--- config.mk ---
export PLATFORM = sky130hd
export DESIGN_NAME = hazard_control_unit_flat
export DESIGN_NICKNAME = d
export VERILOG_FILES = /design/src/rtl/hazard_control_unit_pkg.sv /design/src/rtl/hazard_control_unit_if.sv /design/src/rtl/hazard_control_unit_sat_counter.sv /design/src/rtl/hazard_control_unit.sv /design/src/flat_wrapper.sv
export SDC_FILE = /design/constraint.sdc
export NUM_CORES = 1
export LEC_CHECK = 0
export CAP_MARGIN = 40
export CORE_MARGIN = 2
export CORE_UTILIZATION = 51
export CTS_BUF_LIST = sky130_fd_sc_hd__clkbuf_8
export DETAILED_ROUTE_END_ITERATION = 8
export PLACE_DENSITY = 0.95
export SLEW_MARGIN = 25
export SYNTH_ARGS = -nofsm -noshare
export SYNTH_HDL_FRONTEND = slang
export SYNTH_SLANG_ARGS = --single-unit
export TNS_END_PERCENT = 30
--- constraint.sdc ---
create_clock -name clk -period 4.11 [get_ports clk]
set_input_delay 0.411 -clock clk [delete_from_list [all_inputs] [get_ports clk]]
set_output_delay 0.411 -clock clk [all_outputs]
set_load 0.02 [all_outputs]
--- src/rtl/hazard_control_unit_pkg.sv ---
// hazard_control_unit_pkg: shared types, constants and helpers for the hazard controller
//   mdu_state_t : MDU tracker state (IDLE=0, BUSY=1)
//   ZERO_REG    : hard-wired zero register number
//   reg_hit     : 1 when an ID source register is used, is not $0 and equals a destination
package hazard_control_unit_pkg;

    typedef enum logic {
        IDLE = 1'b0,
        BUSY = 1'b1
    } mdu_state_t;

    localparam logic [4:0] ZERO_REG = 5'd0;

    function automatic logic reg_hit(input logic [4:0] dst, input logic [4:0] src, input logic uses);
        return uses && (src != ZERO_REG) && (src == dst);
    endfunction

endpackage

--- src/rtl/hazard_control_unit_if.sv ---
// hazard_control_unit_if: pipeline-side bundle of the hazard controller
//   master : the pipeline, drives ID/EX/MEM decode fields and imem_ready, receives strobes
//   slave  : the hazard controller, receives decode fields, drives strobes, mdu_busy, counters
interface hazard_control_unit_if #(parameter int CNT_W = 16);

    logic [4:0]       ID_rs;
    logic [4:0]       ID_rt;
    logic             ID_uses_rs;
    logic             ID_uses_rt;
    logic             ID_is_branch;
    logic             ID_branch_taken;
    logic             ID_jump;
    logic             ID_reads_hilo;
    logic             ID_mdu_op;
    logic             EX_MemRead;
    logic             EX_RegWrite;
    logic [4:0]       EX_WriteReg;
    logic             MEM_MemRead;
    logic [4:0]       MEM_WriteReg;
    logic             imem_ready;
    logic             PCWrite;
    logic             IF_ID_Write;
    logic             IF_ID_Flush;
    logic             ID_EX_Bubble;
    logic             mdu_busy;
    logic [CNT_W-1:0] stall_count;
    logic [CNT_W-1:0] flush_count;

    modport master (
        output ID_rs, ID_rt, ID_uses_rs, ID_uses_rt, ID_is_branch, ID_branch_taken, ID_jump,
               ID_reads_hilo, ID_mdu_op, EX_MemRead, EX_RegWrite, EX_WriteReg, MEM_MemRead,
               MEM_WriteReg, imem_ready,
        input  PCWrite, IF_ID_Write, IF_ID_Flush, ID_EX_Bubble, mdu_busy, stall_count, flush_count
    );

    modport slave (
        input  ID_rs, ID_rt, ID_uses_rs, ID_uses_rt, ID_is_branch, ID_branch_taken, ID_jump,
               ID_reads_hilo, ID_mdu_op, EX_MemRead, EX_RegWrite, EX_WriteReg, MEM_MemRead,
               MEM_WriteReg, imem_ready,
        output PCWrite, IF_ID_Write, IF_ID_Flush, ID_EX_Bubble, mdu_busy, stall_count, flush_count
    );

endinterface

--- src/rtl/hazard_control_unit_sat_counter.sv ---
// sat_counter: W-bit event counter that sticks at all-ones
//   clk, reset (sync, active-low), inc : count one event at this edge, count : current value
module sat_counter #(parameter int W = 16) (
    input  logic         clk,
    input  logic         reset,
    input  logic         inc,
    output logic [W-1:0] count
);

    always_ff @(posedge clk)
        if (!reset)
            count <= '0;
        else if (inc && count != '1)
            count <= count + W'(1);

endmodule

--- src/rtl/hazard_control_unit.sv ---
// hazard_control_unit: load-use / branch / MDU / fetch stall and redirect-flush control
//   clk, reset (sync, active-low)
//   hz : decode fields in, PCWrite/IF_ID_Write/IF_ID_Flush/ID_EX_Bubble, mdu_busy and
//        saturating stall_count/flush_count out
module hazard_control_unit
    import hazard_control_unit_pkg::*;
#(
    parameter int MDU_LATENCY = 4,
    parameter int CNT_W       = 16
) (
    input  logic                  clk,
    input  logic                  reset,
    hazard_control_unit_if.slave  hz
);

    logic       hit_ex, hit_mem, load_use, br_dep, mdu_hold, stall, redirect, issue;
    mdu_state_t state;
    logic [3:0] cnt;

    always_comb begin
        hit_ex   = reg_hit(hz.EX_WriteReg, hz.ID_rs, hz.ID_uses_rs) ||
                   reg_hit(hz.EX_WriteReg, hz.ID_rt, hz.ID_uses_rt);
        hit_mem  = reg_hit(hz.MEM_WriteReg, hz.ID_rs, hz.ID_uses_rs) ||
                   reg_hit(hz.MEM_WriteReg, hz.ID_rt, hz.ID_uses_rt);
        load_use = hz.EX_MemRead && hit_ex;
        br_dep   = hz.ID_is_branch && ((hz.EX_RegWrite && hit_ex) || (hz.MEM_MemRead && hit_mem));
        // HI/LO are readable in the last BUSY cycle (count 0), so only earlier cycles hold
        mdu_hold = state == BUSY && cnt != 4'd0 && (hz.ID_reads_hilo || hz.ID_mdu_op);
        stall    = reset && (load_use || br_dep || mdu_hold || !hz.imem_ready);
        redirect = reset && !stall && (hz.ID_jump || (hz.ID_is_branch && hz.ID_branch_taken));
        issue    = hz.ID_mdu_op && !stall;
    end

    assign hz.PCWrite      = !stall;
    assign hz.IF_ID_Write  = !stall;
    assign hz.ID_EX_Bubble = stall;
    assign hz.IF_ID_Flush  = redirect;
    assign hz.mdu_busy     = reset && state == BUSY;

    // A queued mdu op can only issue while IDLE or in the final BUSY cycle, where it
    // immediately restarts the latency window.
    always_ff @(posedge clk)
        if (!reset) begin
            state <= IDLE;
            cnt   <= 4'd0;
        end else if (issue) begin
            state <= BUSY;
            cnt   <= 4'(MDU_LATENCY - 1);
        end else if (state == BUSY) begin
            state <= (cnt == 4'd0) ? IDLE : BUSY;
            cnt   <= (cnt == 4'd0) ? cnt : cnt - 4'd1;
        end

    sat_counter #(.W(CNT_W)) u_stall_cnt (
        .clk   (clk),
        .reset (reset),
        .inc   (!hz.PCWrite),
        .count (hz.stall_count)
    );

    sat_counter #(.W(CNT_W)) u_flush_cnt (
        .clk   (clk),
        .reset (reset),
        .inc   (hz.IF_ID_Flush),
        .count (hz.flush_count)
    );

endmodule

--- src/flat_wrapper.sv ---
// flat-port wrapper written by rule: the top's interface ports become plain ports
module hazard_control_unit_flat import hazard_control_unit_pkg::*;
#(
    parameter int MDU_LATENCY = 4,
    parameter int CNT_W       = 16
)
  (clk, reset, hz_ID_rs, hz_ID_rt, hz_ID_uses_rs, hz_ID_uses_rt, hz_ID_is_branch, hz_ID_branch_taken, hz_ID_jump, hz_ID_reads_hilo, hz_ID_mdu_op, hz_EX_MemRead, hz_EX_RegWrite, hz_EX_WriteReg, hz_MEM_MemRead, hz_MEM_WriteReg, hz_imem_ready, hz_PCWrite, hz_IF_ID_Write, hz_IF_ID_Flush, hz_ID_EX_Bubble, hz_mdu_busy, hz_stall_count, hz_flush_count);
  hazard_control_unit_if #(.CNT_W(CNT_W)) hz_i ();
  input  logic clk;
  input  logic reset;
  input wire logic [$bits(hz_i.ID_rs)-1:0] hz_ID_rs;
  input wire logic [$bits(hz_i.ID_rt)-1:0] hz_ID_rt;
  input wire logic [$bits(hz_i.ID_uses_rs)-1:0] hz_ID_uses_rs;
  input wire logic [$bits(hz_i.ID_uses_rt)-1:0] hz_ID_uses_rt;
  input wire logic [$bits(hz_i.ID_is_branch)-1:0] hz_ID_is_branch;
  input wire logic [$bits(hz_i.ID_branch_taken)-1:0] hz_ID_branch_taken;
  input wire logic [$bits(hz_i.ID_jump)-1:0] hz_ID_jump;
  input wire logic [$bits(hz_i.ID_reads_hilo)-1:0] hz_ID_reads_hilo;
  input wire logic [$bits(hz_i.ID_mdu_op)-1:0] hz_ID_mdu_op;
  input wire logic [$bits(hz_i.EX_MemRead)-1:0] hz_EX_MemRead;
  input wire logic [$bits(hz_i.EX_RegWrite)-1:0] hz_EX_RegWrite;
  input wire logic [$bits(hz_i.EX_WriteReg)-1:0] hz_EX_WriteReg;
  input wire logic [$bits(hz_i.MEM_MemRead)-1:0] hz_MEM_MemRead;
  input wire logic [$bits(hz_i.MEM_WriteReg)-1:0] hz_MEM_WriteReg;
  input wire logic [$bits(hz_i.imem_ready)-1:0] hz_imem_ready;
  output wire logic [$bits(hz_i.PCWrite)-1:0] hz_PCWrite;
  output wire logic [$bits(hz_i.IF_ID_Write)-1:0] hz_IF_ID_Write;
  output wire logic [$bits(hz_i.IF_ID_Flush)-1:0] hz_IF_ID_Flush;
  output wire logic [$bits(hz_i.ID_EX_Bubble)-1:0] hz_ID_EX_Bubble;
  output wire logic [$bits(hz_i.mdu_busy)-1:0] hz_mdu_busy;
  output wire logic [$bits(hz_i.stall_count)-1:0] hz_stall_count;
  output wire logic [$bits(hz_i.flush_count)-1:0] hz_flush_count;
  assign hz_i.ID_rs = hz_ID_rs;
  assign hz_i.ID_rt = hz_ID_rt;
  assign hz_i.ID_uses_rs = hz_ID_uses_rs;
  assign hz_i.ID_uses_rt = hz_ID_uses_rt;
  assign hz_i.ID_is_branch = hz_ID_is_branch;
  assign hz_i.ID_branch_taken = hz_ID_branch_taken;
  assign hz_i.ID_jump = hz_ID_jump;
  assign hz_i.ID_reads_hilo = hz_ID_reads_hilo;
  assign hz_i.ID_mdu_op = hz_ID_mdu_op;
  assign hz_i.EX_MemRead = hz_EX_MemRead;
  assign hz_i.EX_RegWrite = hz_EX_RegWrite;
  assign hz_i.EX_WriteReg = hz_EX_WriteReg;
  assign hz_i.MEM_MemRead = hz_MEM_MemRead;
  assign hz_i.MEM_WriteReg = hz_MEM_WriteReg;
  assign hz_i.imem_ready = hz_imem_ready;
  assign hz_PCWrite = hz_i.PCWrite;
  assign hz_IF_ID_Write = hz_i.IF_ID_Write;
  assign hz_IF_ID_Flush = hz_i.IF_ID_Flush;
  assign hz_ID_EX_Bubble = hz_i.ID_EX_Bubble;
  assign hz_mdu_busy = hz_i.mdu_busy;
  assign hz_stall_count = hz_i.stall_count;
  assign hz_flush_count = hz_i.flush_count;
  hazard_control_unit #(.MDU_LATENCY(MDU_LATENCY), .CNT_W(CNT_W)) u_core (.clk(clk), .reset(reset), .hz(hz_i));
endmodule
* Yosys cells after proc, flatten, opt, wreduce, memory -nomap -nowiden
Index checks and enable logic that the tools add are counted.
** Cells by class
- Add/sub/neg operators :: 3
- Multiplexer cells :: 6
- Reductions and logical operators :: 38
- Equal/unequal tests :: 7
- Bitwise gates (word level) :: 2
** Operators with widths (count)
- $add A16 B1 Y16 const B :: 2
- $ne A16 B16 Y1 const B :: 2
- $eq A5 B5 Y1 :: 4
- $logic_and A1 B1 Y1 :: 20
- $reduce_bool A5 Y1 :: 2
- $logic_or A1 B1 Y1 :: 8
- $mux W2 :: 3
- $logic_not A4 Y1 :: 1
- $reduce_and A2 Y1 :: 2
- $reduce_bool A4 Y1 :: 1
- $sub A4 B1 Y4 const B :: 1
- $mux W1 :: 3
- $logic_not A1 Y1 :: 2
- $ne A2 B1 Y1 const B :: 1
- $not A1 Y1 :: 2
- $reduce_bool A2 Y1 :: 1
- $reduce_or A2 Y1 :: 1
** Storage, ports and cells
- Bits of input ports :: 33
- Bits in registers :: 37
- Output and inout port bits :: 37

* Longest topological paths before layout
Gate-level depths: netlist of the first run.
- Depth in word-level cells :: 15
- Gate-level depth with buffers :: 10

* Modules after synthesis
A second synthesis of the first run with hierarchy kept.
** Second synthesis, totals
- Cells, all modules :: 268
- Area, all modules :: 2302.2 µm²
** By module, submodules not included
- sat_counter :: instances 2, seq. area each 320.3 µm², cells each 97, area each 837.1 µm²
- hazard_control_unit :: instances 1, seq. area each 100.1 µm², cells each 74, area each 628.1 µm²

* Worst setup path after synthesis of the first run
Ideal clock, no wire load.
- Kind :: flip-flop to output port
- Start point :: register u_core.cnt[0]
- End point :: output hz_PCWrite
- Required time :: 3.699 ns
- Arrival :: 2.259 ns
- Slack :: 1.440 ns
- Stages on the path, launching flop included :: 11
- Path buffers :: 2
- Cell sequence :: dfxtp_1 > inv_1 > ha_1 > inv_1 > o31ai_1 > nor2_1 > nor4b_4 > buf_4 > nand2_1 > nand2_1 > buf_4
** On the way
- Cells in the longest elaborated chain, start to end :: 7
** RTL lines
- from (decl) :: RTL line hazard_control_unit.sv:18 : logic [3:0] cnt;
- from (signal assigned) :: RTL line hazard_control_unit.sv:48 : cnt <= 4'(MDU_LATENCY - 1);
- from (signal assigned) :: RTL line hazard_control_unit.sv:51 : cnt <= (cnt == 4'd0) ? cnt : cnt - 4'd1;
- $reduce_bool A4 Y1 :: RTL line hazard_control_unit.sv:28 : mdu_hold = state == BUSY && cnt != 4'd0 && (hz.ID_reads_hilo || hz.ID_mdu_op);
- $logic_and A1 B1 Y1 (2 in a row) :: RTL line hazard_control_unit.sv:28
- $logic_or A1 B1 Y1 (2 in a row) :: RTL line hazard_control_unit.sv:29 : stall = reset && (load_use || br_dep || mdu_hold || !hz.imem_ready);
- $logic_and A1 B1 Y1 :: RTL line hazard_control_unit.sv:29
- $logic_not A1 Y1
- to (decl) :: RTL line flat_wrapper.sv:26 : output wire logic [$bits(hz_i.PCWrite)-1:0] hz_PCWrite;
No other way between the ends.

* Worst setup path in the final report of the first run
- Start point :: register u_core.cnt[0]
- End point :: output hz_PCWrite
** On the way
- Cells in the longest elaborated chain, start to end :: 7
** RTL lines
- $reduce_bool A4 Y1 :: RTL line hazard_control_unit.sv:28
- $logic_and A1 B1 Y1 (2 in a row) :: RTL line hazard_control_unit.sv:28
- $logic_or A1 B1 Y1 (2 in a row) :: RTL line hazard_control_unit.sv:29
- $logic_and A1 B1 Y1 :: RTL line hazard_control_unit.sv:29
- $logic_not A1 Y1 :: RTL line hazard_control_unit.sv:34 : assign hz.PCWrite = !stall;
No other way between the ends.

==> results of run 1 <==
-- cell type report --
| cell class | instances | area, um^2 | share of cell area |
|---|---|---|---|
| Timing Repair Buffer | 72 | 713.2 | 0.2423 |
| Multi-Input combinational cell | 198 | 1303 | 0.4426 |
| Clock inverter | 3 | 13.76 | 0.004677 |
| Inverter | 11 | 41.29 | 0.01403 |
| Sequential cell | 37 | 740.7 | 0.2517 |
| Clock buffer | 5 | 68.82 | 0.02338 |
| Tap cell | 50 | 62.56 | 0.02126 |
-- report_power, final --
group / leakage, nW / switching, W / internal [W]
clock network: 0.0491 / 0.000123 / 0.000115
logic: 0.720 / 0.0000683 / 0.0000713
registers: 0.299 / 0.0000102 / 0.000367
-- cells by family after synthesis --
group / after synthesis / synth area share
flops: 37 / 0.3470
simple gates: 111 / 0.2861
xor+xnor: 32 / 0.1313
fa+ha+maj: 3 / 0.01759
buf+inv: 22 / 0.04279
mux: 10 / 0.04690
compound gates: 42 / 0.1284
-- worst max path at each step --
| stage | endpoint | slack (ns) | depth (start not counted) |
|---|---|---|---|
| finish | hz_PCWrite | 0.67 | 10 |
| global route | hz_PCWrite | 0.48 | 10 |
| CTS | hz_IF_ID_Flush | 0.67 | 10 |
| detailed placement | hz_IF_ID_Flush | 0.71 | 9 |
| global placement | hz_IF_ID_Flush | 0.75 | 9 |
| floorplan | hz_PCWrite | 1.44 | 10 |
-- worst min-delay path, stage by stage (launching register included) --
cell     delay, ns
dfxtp_1       0.32
nand2_1       0.06
mux2i_1       0.05
-- synth_stat cells, types with 3 or more instances --
cell	instances
o21ai_0	3
nor2_1	17
and3_1	11
ha_1	3
nand4_1	9
clkbuf_1	8
nand2_1	25
dfxtp_1	37
a211oi_1	6
nand2b_1	6
o31ai_1	8
nor4_1	5
inv_1	10
o211ai_1	3
nand3_1	18
xnor2_1	26
mux2i_1	10
a21oi_1	14
or4_1	8
xor2_1	6
-- per-stage QoR --
step	area, um^2	util	hold WS (ns)
after floorplan	2135	-	0.5204
after global placement	2860	0.7150	0.4588
after detailed placement	2860	0.7150	0.4729
after CTS	2943	0.7357	0.4832
after global routing	2943	0.7357	0.5166
final	2943	0.7357	0.4784
-- flip-flops by register name, summed over array words and instances (netlist names) --
register and cells:
u_core.state 1, u_core.cnt 4, u_core.u_stall_cnt.count 16, u_core.u_flush_cnt.count 16
-- placed cells by master (no fill, tap or decap), types with 2 or more instances in the layout --
master and instances:
a211oi_1 6, a21oi_1 14, and2_1 2, and3_1 11, and4_1 2, buf_4 3, clkbuf_8 5, clkdlybuf4s50_1 69
clkinv_2 2, dfxtp_1 37, ha_1 3, inv_1 11, mux2i_1 10, nand2_1 25, nand2b_1 6, nand3_1 18
nand4_1 9, nor2_1 17, nor3_1 2, nor4_1 5, o211ai_1 3, o21ai_0 3, o31ai_1 8, or3_1 2
or4_1 8, xnor2_1 26, xor2_1 6
-- per-layer routing --
layer,global-route usage,part of all wire
met1,0.3363,0.46
met2,0.3966,0.48
met3,0.05195,0.051
met4,0.06863,0.0070
met5,0,0
==> impl_metrics.json, run 1 <==
{
  "crit_buf_inv": 4,
  "tightestPinTransition_ns": 0.6885,
  "synth_cell_types": 39,
  "async_flop_share": 0,
  "ys_seq_elements": 37,
  "grt_pass1_vias": 1900,
  "vias_per_cell": 5.519,
  "grt_use_total": 0.2473,
  "nets": 361,
  "cts_setup_buffers": 0,
  "cp_cell_sequence": "inv_1 > ha_1 > inv_1 > o31ai_1 > nor2_1 > nor4b_4 > buf_4 > nand2_1 > nand2_1 > clkdlybuf4s50_1",
  "grt_max_degree": 31,
  "finalSetupViolations": 0,
  "power_w": 0.0007542,
  "total_leakage_power_nw": 1.068,
  "cts_tree": "done",
  "reg2reg_to": "u_core.u_flush_cnt.count[15]",
  "slew_headroom": 0.5370,
  "final_cells": 376,
  "cts_inserted_buffers": 5,
  "grt_pass1_wl_um": 8763,
  "worstHoldStart": "u_core.u_flush_cnt.count[11]",
  "num_vias": 2075,
  "rsz0062_at_grt": "no",
  "synthDominantCellAreaShare": 0.3470,
  "drc": 0,
  "hold_class": "flop to flop",
  "drtPass1Iterations": 4,
  "synth_area_um2": 2135,
  "cp_slowest_cell": "clkdlybuf4s50_1",
  "crit_path_start_kind": "flop",
  "hold_path_end": "u_core.u_flush_cnt.count[11]",
  "fin_crit_ns": 3.442,
  "nFillCells": 308,
  "io_pins": 70,
  "clk_latency_ns": 0.29,
  "dp.cells": 368,
  "p_per_area_nw_per_um2": 256.3,
  "postCtsResizedCells": 0,
  "clk_path_buf_depth": 2,
  "yosys-top-cells-area": "dfxtp_1 35%, xnor2_1 11%, mux2i_1 4.7%, nand2_1 4.4%, nand3_1 4.2%",
  "outcome": "finished, final reports clean",
  "ys_seq_area_frac": 0.3470,
  "regToRegSetupSlack_ns": 1.25,
  "overflow": 0,
  "finClkSkew_ns": 0.004012,
  "critical-path-max-stage-delay_ns": 0.61,
  "finalCritPeriodShare": 0.8374,
  "hold_buffers": 0,
  "worstSetupPathType": "flop to primary output",
  "worst_ep_required_time_ns": 3.70,
  "finalHoldViolCount": 0,
  "die_x_um": 68.70,
  "rows": 23,
  "port_buffers": 69,
  "routedWlPerCell_um": 14.37,
  "drive_above_1_share": 0.03988,
  "dieArea_um2": 4719,
  "dr.first_iter.drc_count": 123,
  "core_um2": 4000,
  "endpoint_kind": "primary output",
  "syn_to_final_growth_pct": 37.87,
  "dp_hpwl_um": 4150,
  "arrival_ns": 3.03,
  "crit_start": "u_core.cnt[0]",
  "yosysWarnings": 0,
  "peakVddDrop_uv": 205.9,
  "synth_cells": 257,
  "cts.sinks": 37,
  "reg2reg_from": "u_core.cnt[0]",
  "fmax_mhz": 290.6,
  "antennaDiodeCount": 0,
  "die_h_um": 68.70,
  "syn_avg_cell_area_um2": 8.306,
  "fin_setup_tns_ns": 0,
  "start_util": 0.5336,
  "min_path_cells": 2,
  "syn_nets": 293,
  "antenna_found_initial": 0,
  "critPathMaxFanout": 13,
  "drtAntennaViolNets": 0,
  "report.final.slew_viol_count": 0,
  "crit_family": "buffers and inverters",
  "synth_edf_count": 0,
  "ys.flop_type": "dfxtp_1",
  "maxCapViolations": 0,
  "gp_congestion": 0.9507,
  "wirelength_um": 5402,
  "cts-root-buf": "clkbuf_8",
  "yosys.area.top_type": "dfxtp_1",
  "pre_cts_slack_ns": 0.7057,
  "final.setup.worst_slack_ns": 0.6683,
  "reg2reg_depth": 10,
  "cts_max_level": 2,
  "cts.clk_slew.worst_paths_ns": 0.07
}
(Power assumes the default switching activity.)
==> inputs of run 2 (changes only) <==
--- a/config.mk
+++ b/config.mk
@@ -7,10 +7,10 @@
 export LEC_CHECK = 0
 export CAP_MARGIN = 40
 export CORE_MARGIN = 2
-export CORE_UTILIZATION = 51
+export CORE_UTILIZATION = 48
 export CTS_BUF_LIST = sky130_fd_sc_hd__clkbuf_8
 export DETAILED_ROUTE_END_ITERATION = 8
-export PLACE_DENSITY = 0.95
+export PLACE_DENSITY = 0.92
 export SLEW_MARGIN = 25
 export SYNTH_ARGS = -nofsm -noshare
 export SYNTH_HDL_FRONTEND = slang
==> constraint.sdc (replaced) <==
create_clock -name clk -period 3.58 [get_ports clk]
set_input_delay 0.358 -clock clk [delete_from_list [all_inputs] [get_ports clk]]
set_output_delay 0.358 -clock clk [all_outputs]
set_load 0.02 [all_outputs]
==> run 2 against run 1 <==
Critical path depth down 1. Routed wire length up 1.8%. Die area up 5.9%. Combinational power up 15%. Sequential share of layout area down 0.18 points.
==> impl_metrics.json, run 2 (same netlist as run 1, synthesis figures left out) <==
{
  "outcome": "finished, final reports clean",
  "critPathMaxFanout": 6,
  "antennaDiodeCount": 0,
  "vias_per_cell": 5.640,
  "drc": 0,
  "mostFrequentLayoutCells": "69 x clkdlybuf4s50_1, 37 x dfxtp_1, 26 x xnor2_1, 25 x nand2_1, 18 x nand3_1",
  "rows": 24,
  "finalHoldViolCount": 0,
  "die_x_um": 70.69,
  "cts.sinks": 37,
  "swShare": 0.2593,
  "seqPwrFrac": 0.473,
  "cts-root-buf": "clkbuf_8",
  "finalCritPeriodShare": 0.9116,
  "num_vias": 2132,
  "worstSetupPathType": "flop to primary output",
  "worstHoldStart": "u_core.u_flush_cnt.count[11]",
  "slew_headroom": 0.4968,
  "crit_buf_inv": 3,
  "dp_hpwl_um": 4209,
  "wl_met3_um": 286,
  "rsz0062_at_grt": "no",
  "start_util": 0.4936,
  "reg2reg_from": "u_core.cnt[0]",
  "syn_to_final_growth_pct": 38.86,
  "antenna_found_initial": 0,
  "cts_setup_buffers": 0,
  "drive_above_1_share": 0.04294,
  "routedWlPerCell_um": 14.54,
  "crit_path_start_kind": "flop",
  "maxCapViolations": 0,
  "fin_setup_tns_ns": 0,
  "nets": 361,
  "arrival_ns": 2.91,
  "tightestPinTransition_ns": 0.7484,
  "fmax_mhz": 306.4,
  "die_h_um": 70.69,
  "worst_ep_required_time_ns": 3.22,
  "cts.clk_slew.worst_paths_ns": 0.07,
  "p_per_area_nw_per_um2": 308.3,
  "grt_max_degree": 30,
  "largest_registers": "u_core.u_flush_cnt.count x16, u_core.u_stall_cnt.count x16, u_core.cnt x4",
  "nFillCells": 366,
  "cp_slowest_cell": "o31ai_1",
  "postCtsResizedCells": 0,
  "cts_inserted_buffers": 5,
  "clk_latency_ns": 0.29,
  "fin_crit_ns": 3.263,
  "drtPass1Iterations": 4,
  "peakVddDrop_uv": 249.8,
  "grt_pass1_vias": 1997,
  "final_common_cell": "clkdlybuf4s50_1",
  "route.met2.wl_um": 2812,
  "critical-path-max-stage-delay_ns": 0.61,
  "report.final.slew_viol_count": 0,
  "crit_family": "simple AND/OR/NAND/NOR gates",
  "crit_start": "u_core.cnt[0]",
  "wirelength_um": 5498,
  "io_pins": 70,
  "hold_buffers": 0,
  "comb_power_share": 0.177,
  "cts_tree": "done",
  "hold_class": "flop to flop",
  "drtAntennaViolNets": 0,
  "total_leakage_power_nw": 1.074,
  "clk_path_buf_depth": 2,
  "core_um2": 4324,
  "grt_use_total": 0.2211,
  "cts_max_level": 2,
  "endpoint_kind": "primary output",
  "gp_congestion": 0.9250,
  "finClkSkew_ns": 0.005018,
  "cp_cell_sequence": "inv_1 > ha_1 > inv_1 > o31ai_1 > nor2_1 > nor4b_4 > nand2_1 > nand2_1 > clkdlybuf4s50_1",
  "dr.first_iter.drc_count": 115,
  "dieArea_um2": 4996,
  "met1_length_um": 2301,
  "port_buffers": 69,
  "finalSetupViolations": 0,
  "top_layer": "met4",
  "power.switching_w": 0.0002370,
  "overflow": 0,
  "p_clk_frac": 0.350,
  "p_int_w": 0.0006767,
  "grt_pass1_wl_um": 8963,
  "power_w": 0.0009137
}
-- run 2: cell types whose count changed in the layout (fill, tap and decap cells not counted), sizes merged --
cell / delta
clkbuf: +2
inv: -1
clkinv: -1
-- run 2: worst paths after layout --
path,end,slack (ns),depth (start not counted)
worst min-delay path,u_core.u_flush_cnt.count[11],0.48,2
worst min register to register,u_core.u_flush_cnt.count[11],0.48,2
worst max-delay path,hz_IF_ID_Write,0.32,9
worst max register to register,u_core.u_flush_cnt.count[15],0.61,10
-- run 2: final cells by class --
class,instances,area [um^2],area share
clock buffer,7,96.34,0.03250
clock inverter,1,5.005,0.001688
inverter,11,41.29,0.01393
multi-input combinational,198,1303,0.4394
sequential,37,740.7,0.2499
tap,52,65.06,0.02195
timing repair buffer,72,713.2,0.2406
-- run 2: tightest hold or removal path, cell delays in order, from the launching register on --
cell     delay (ns)
dfxtp_1        0.33
nand2_1        0.06
mux2i_1        0.05
-- run 2: per-layer routing --
layer / GRT usage / up-vias
met5: 0 / -
met4: 0.05241 / 0
met3: 0.06695 / 11
met2: 0.3998 / 67
met1: 0.2553 / 993
li1: - / 1061
-- run 2: power by group through the flow --
stage               clock network, W  registers, W   logic, W
floorplan                          0      0.000446  0.0000777
global placement                   0      0.000441   0.000155
detailed placement                 0      0.000442   0.000160
CTS                         0.000325      0.000432   0.000162
global route                0.000347      0.000434   0.000174
finish                      0.000320      0.000432   0.000161
-- run 2: metrics by stage --
step / setup slack [ns] / cells / area (um^2) / hold slack (ns) / util
after floorplan: 0.9627 / 257 / 2135 / 0.5204 / -
final: 0.3166 / 378 / 2964 / 0.4797 / 0.6855
after detailed placement: 0.4632 / 370 / 2863 / 0.4732 / 0.6620
after global routing: 0.1253 / 378 / 2964 / 0.5152 / 0.6855
after global placement: 0.4970 / 370 / 2863 / 0.4640 / 0.6620
after CTS: 0.3106 / 378 / 2964 / 0.4830 / 0.6855
==> inputs of run 3 (changes only) <==
==> constraint.sdc (replaced) <==
create_clock -name clk -period 3.5 [get_ports clk]
set_input_delay 0.35 -clock clk [delete_from_list [all_inputs] [get_ports clk]]
set_output_delay 0.35 -clock clk [all_outputs]
set_load 0.02 [all_outputs]
==> run 3 against run 2 <==
Non-clock buffer count is 1 higher. Worst setup slack better by 0.039 ns. Die area unchanged. Clock skew grew 0.0011 ns. Utilization is 0.17 points lower. Register-to-register slack gained 0.26 ns. Critical endpoint unchanged.
==> impl_metrics.json, run 3 (same netlist as run 1, synthesis figures left out) <==
{
  "gp_congestion": 0.9301,
  "regToRegSetupSlack_ns": 0.87,
  "critPathMaxFanout": 3,
  "total_leakage_power_nw": 1.072,
  "grt_pass1_wl_um": 9349,
  "worstSetupPathType": "input pin to primary output",
  "fmax_mhz": 318.0,
  "cts_setup_buffers": 0,
  "swShare": 0.2607,
  "grt_pass1_vias": 2048,
  "hold_path_end": "u_core.u_stall_cnt.count[6]",
  "comb_power_share": 0.182,
  "mostFrequentLayoutCells": "69 x clkdlybuf4s50_1, 37 x dfxtp_1, 26 x xnor2_1, 25 x nand2_1, 18 x nand3_1",
  "endpoint_kind": "primary output",
  "peakVddDrop_uv": 246.3,
  "io_pins": 70,
  "worstHoldStart": "u_core.u_stall_cnt.count[6]",
  "rows": 24,
  "cts_tree": "done",
  "tightestPinTransition_ns": 0.5938,
  "seqPwrFrac": 0.490,
  "die_x_um": 70.69,
  "p_per_area_nw_per_um2": 305.6,
  "grt_use_total": 0.2315,
  "die_h_um": 70.69,
  "seq_area_um2": 740.7,
  "min_path_cells": 2,
  "drtPass1Iterations": 4,
  "reg2reg_depth": 11,
  "wirelength_um": 5677,
  "antenna_found_initial": 0,
  "drive_above_1_share": 0.03988,
  "antennaDiodeCount": 0,
  "finalCritPeriodShare": 0.8984,
  "dr.first_iter.drc_count": 176,
  "power.switching_w": 0.0002356,
  "slew_headroom": 0.6023,
  "drc": 0,
  "drtAntennaViolNets": 0,
  "finClkSkew_ns": 0.006086,
  "cts.clk_slew.worst_paths_ns": 0.07,
  "final_common_cell": "clkdlybuf4s50_1",
  "cts_max_level": 2,
  "cts-root-buf": "clkbuf_8",
  "start_util": 0.4936,
  "clk_latency_ns": 0.29,
  "report.final.slew_viol_count": 0,
  "arrival_ns": 2.79,
  "syn_to_final_growth_pct": 38.51,
  "cts.sinks": 37,
  "overflow": 0,
  "port_buffers": 69,
  "num_vias": 2174,
  "multiInputGateArea_um2": 1303,
  "dieArea_um2": 4996,
  "vias_per_cell": 5.751,
  "p_int_w": 0.0006680,
  "outcome": "finished, final reports clean",
  "nFillCells": 361,
  "nets": 362,
  "crit_start": "hz_ID_rs[1]",
  "maxCapViolations": 0,
  "worst_ep_required_time_ns": 3.15,
  "routedWlPerCell_um": 15.02,
  "dp_hpwl_um": 4340,
  "finalHoldViolCount": 0,
  "postCtsResizedCells": 0,
  "finalSetupViolations": 0,
  "rsz0062_at_grt": "no",
  "core_um2": 4324,
  "hold_class": "flop to flop",
  "crit_path_start_kind": "input pin",
  "largest_registers": "u_core.u_flush_cnt.count x16, u_core.u_stall_cnt.count x16, u_core.cnt x4",
  "clk_path_buf_depth": 2,
  "fin_crit_ns": 3.145,
  "reg2reg_to": "u_core.cnt[2]",
  "grt_max_degree": 30,
  "power_w": 0.0009036,
  "p_clk_frac": 0.328,
  "fin_setup_tns_ns": 0,
  "hold_buffers": 0,
  "reg2reg_from": "u_core.cnt[0]",
  "cts_inserted_buffers": 5
}
## run 3: cell count changes in the layout (fill, tap and decap cells not counted)
cell | previous run | this run
buf_4 | 3 | 4
clkbuf_8 | 7 | 6
clkinv_2 | 1 | 0
inv_1 | 10 | 11
## run 3: area by class of cell
cell class | count | area share
flip-flops and latches | 37 | 0.2505
inverters | 11 | 0.01397
multi-input cells | 198 | 0.4405
clock buffers | 6 | 0.02793
clock inverters | 1 | 0.001270
well taps | 52 | 0.02201
repair buffers | 73 | 0.2438
## run 3: worst max-delay path, stage by stage
cell             delay, ns
clkdlybuf4s50_1       0.46
or4_1                 0.57
o21ai_2               0.15
nor4_1                0.09
nor4b_4               0.30
nand2_1               0.13
nand2_1               0.13
clkdlybuf4s50_1       0.62
## run 3: layer usage
| metal | GRT usage | up-vias | share of wire |
|---|---|---|---|
| li1 | - | 1063 | - |
| met1 | 0.2764 | 1016 | 0.42 |
| met2 | 0.3936 | 79 | 0.49 |
| met3 | 0.07265 | 16 | 0.071 |
| met4 | 0.07966 | 0 | 0.021 |
| met5 | 0 | - | 0 |
## run 3: power by group through the flow
| stage | Clock, W | Sequential, W | Combinational (W) |
|---|---|---|---|
| 4_1_cts | 0.000303 | 0.000442 | 0.000164 |
| 6_report | 0.000296 | 0.000442 | 0.000165 |
| 5_1_grt | 0.000320 | 0.000443 | 0.000178 |
| 2_1_floorplan | 0 | 0.000456 | 0.0000794 |
| 3_3_place_gp | 0 | 0.000451 | 0.000159 |
| 3_5_place_dp | 0 | 0.000452 | 0.000164 |
## run 3: worst max-delay path by stage
stage                                 to  depth (start not counted)
final                     hz_IF_ID_Write                          8
after global routing      hz_IF_ID_Write                          8
after CTS                 hz_IF_ID_Write                          8
after detailed placement  hz_IF_ID_Write                          8
after global placement        hz_PCWrite                          8
after floorplan               hz_PCWrite                         10
## run 3: per-stage QoR
| stage | setup slack, ns | area (um^2) | instances | util | hold slack (ns) |
|---|---|---|---|---|---|
| detailed placement | 0.3552 | 2870 | 371 | 0.6638 | 0.4822 |
| floorplan | 0.8907 | 2135 | 257 | - | 0.5204 |
| global placement | 0.4313 | 2870 | 371 | 0.6638 | 0.4621 |
| CTS | 0.3552 | 2957 | 378 | 0.6837 | 0.4965 |
| global route | 0.2366 | 2957 | 378 | 0.6837 | 0.5403 |
| finish | 0.3554 | 2957 | 378 | 0.6837 | 0.4951 |
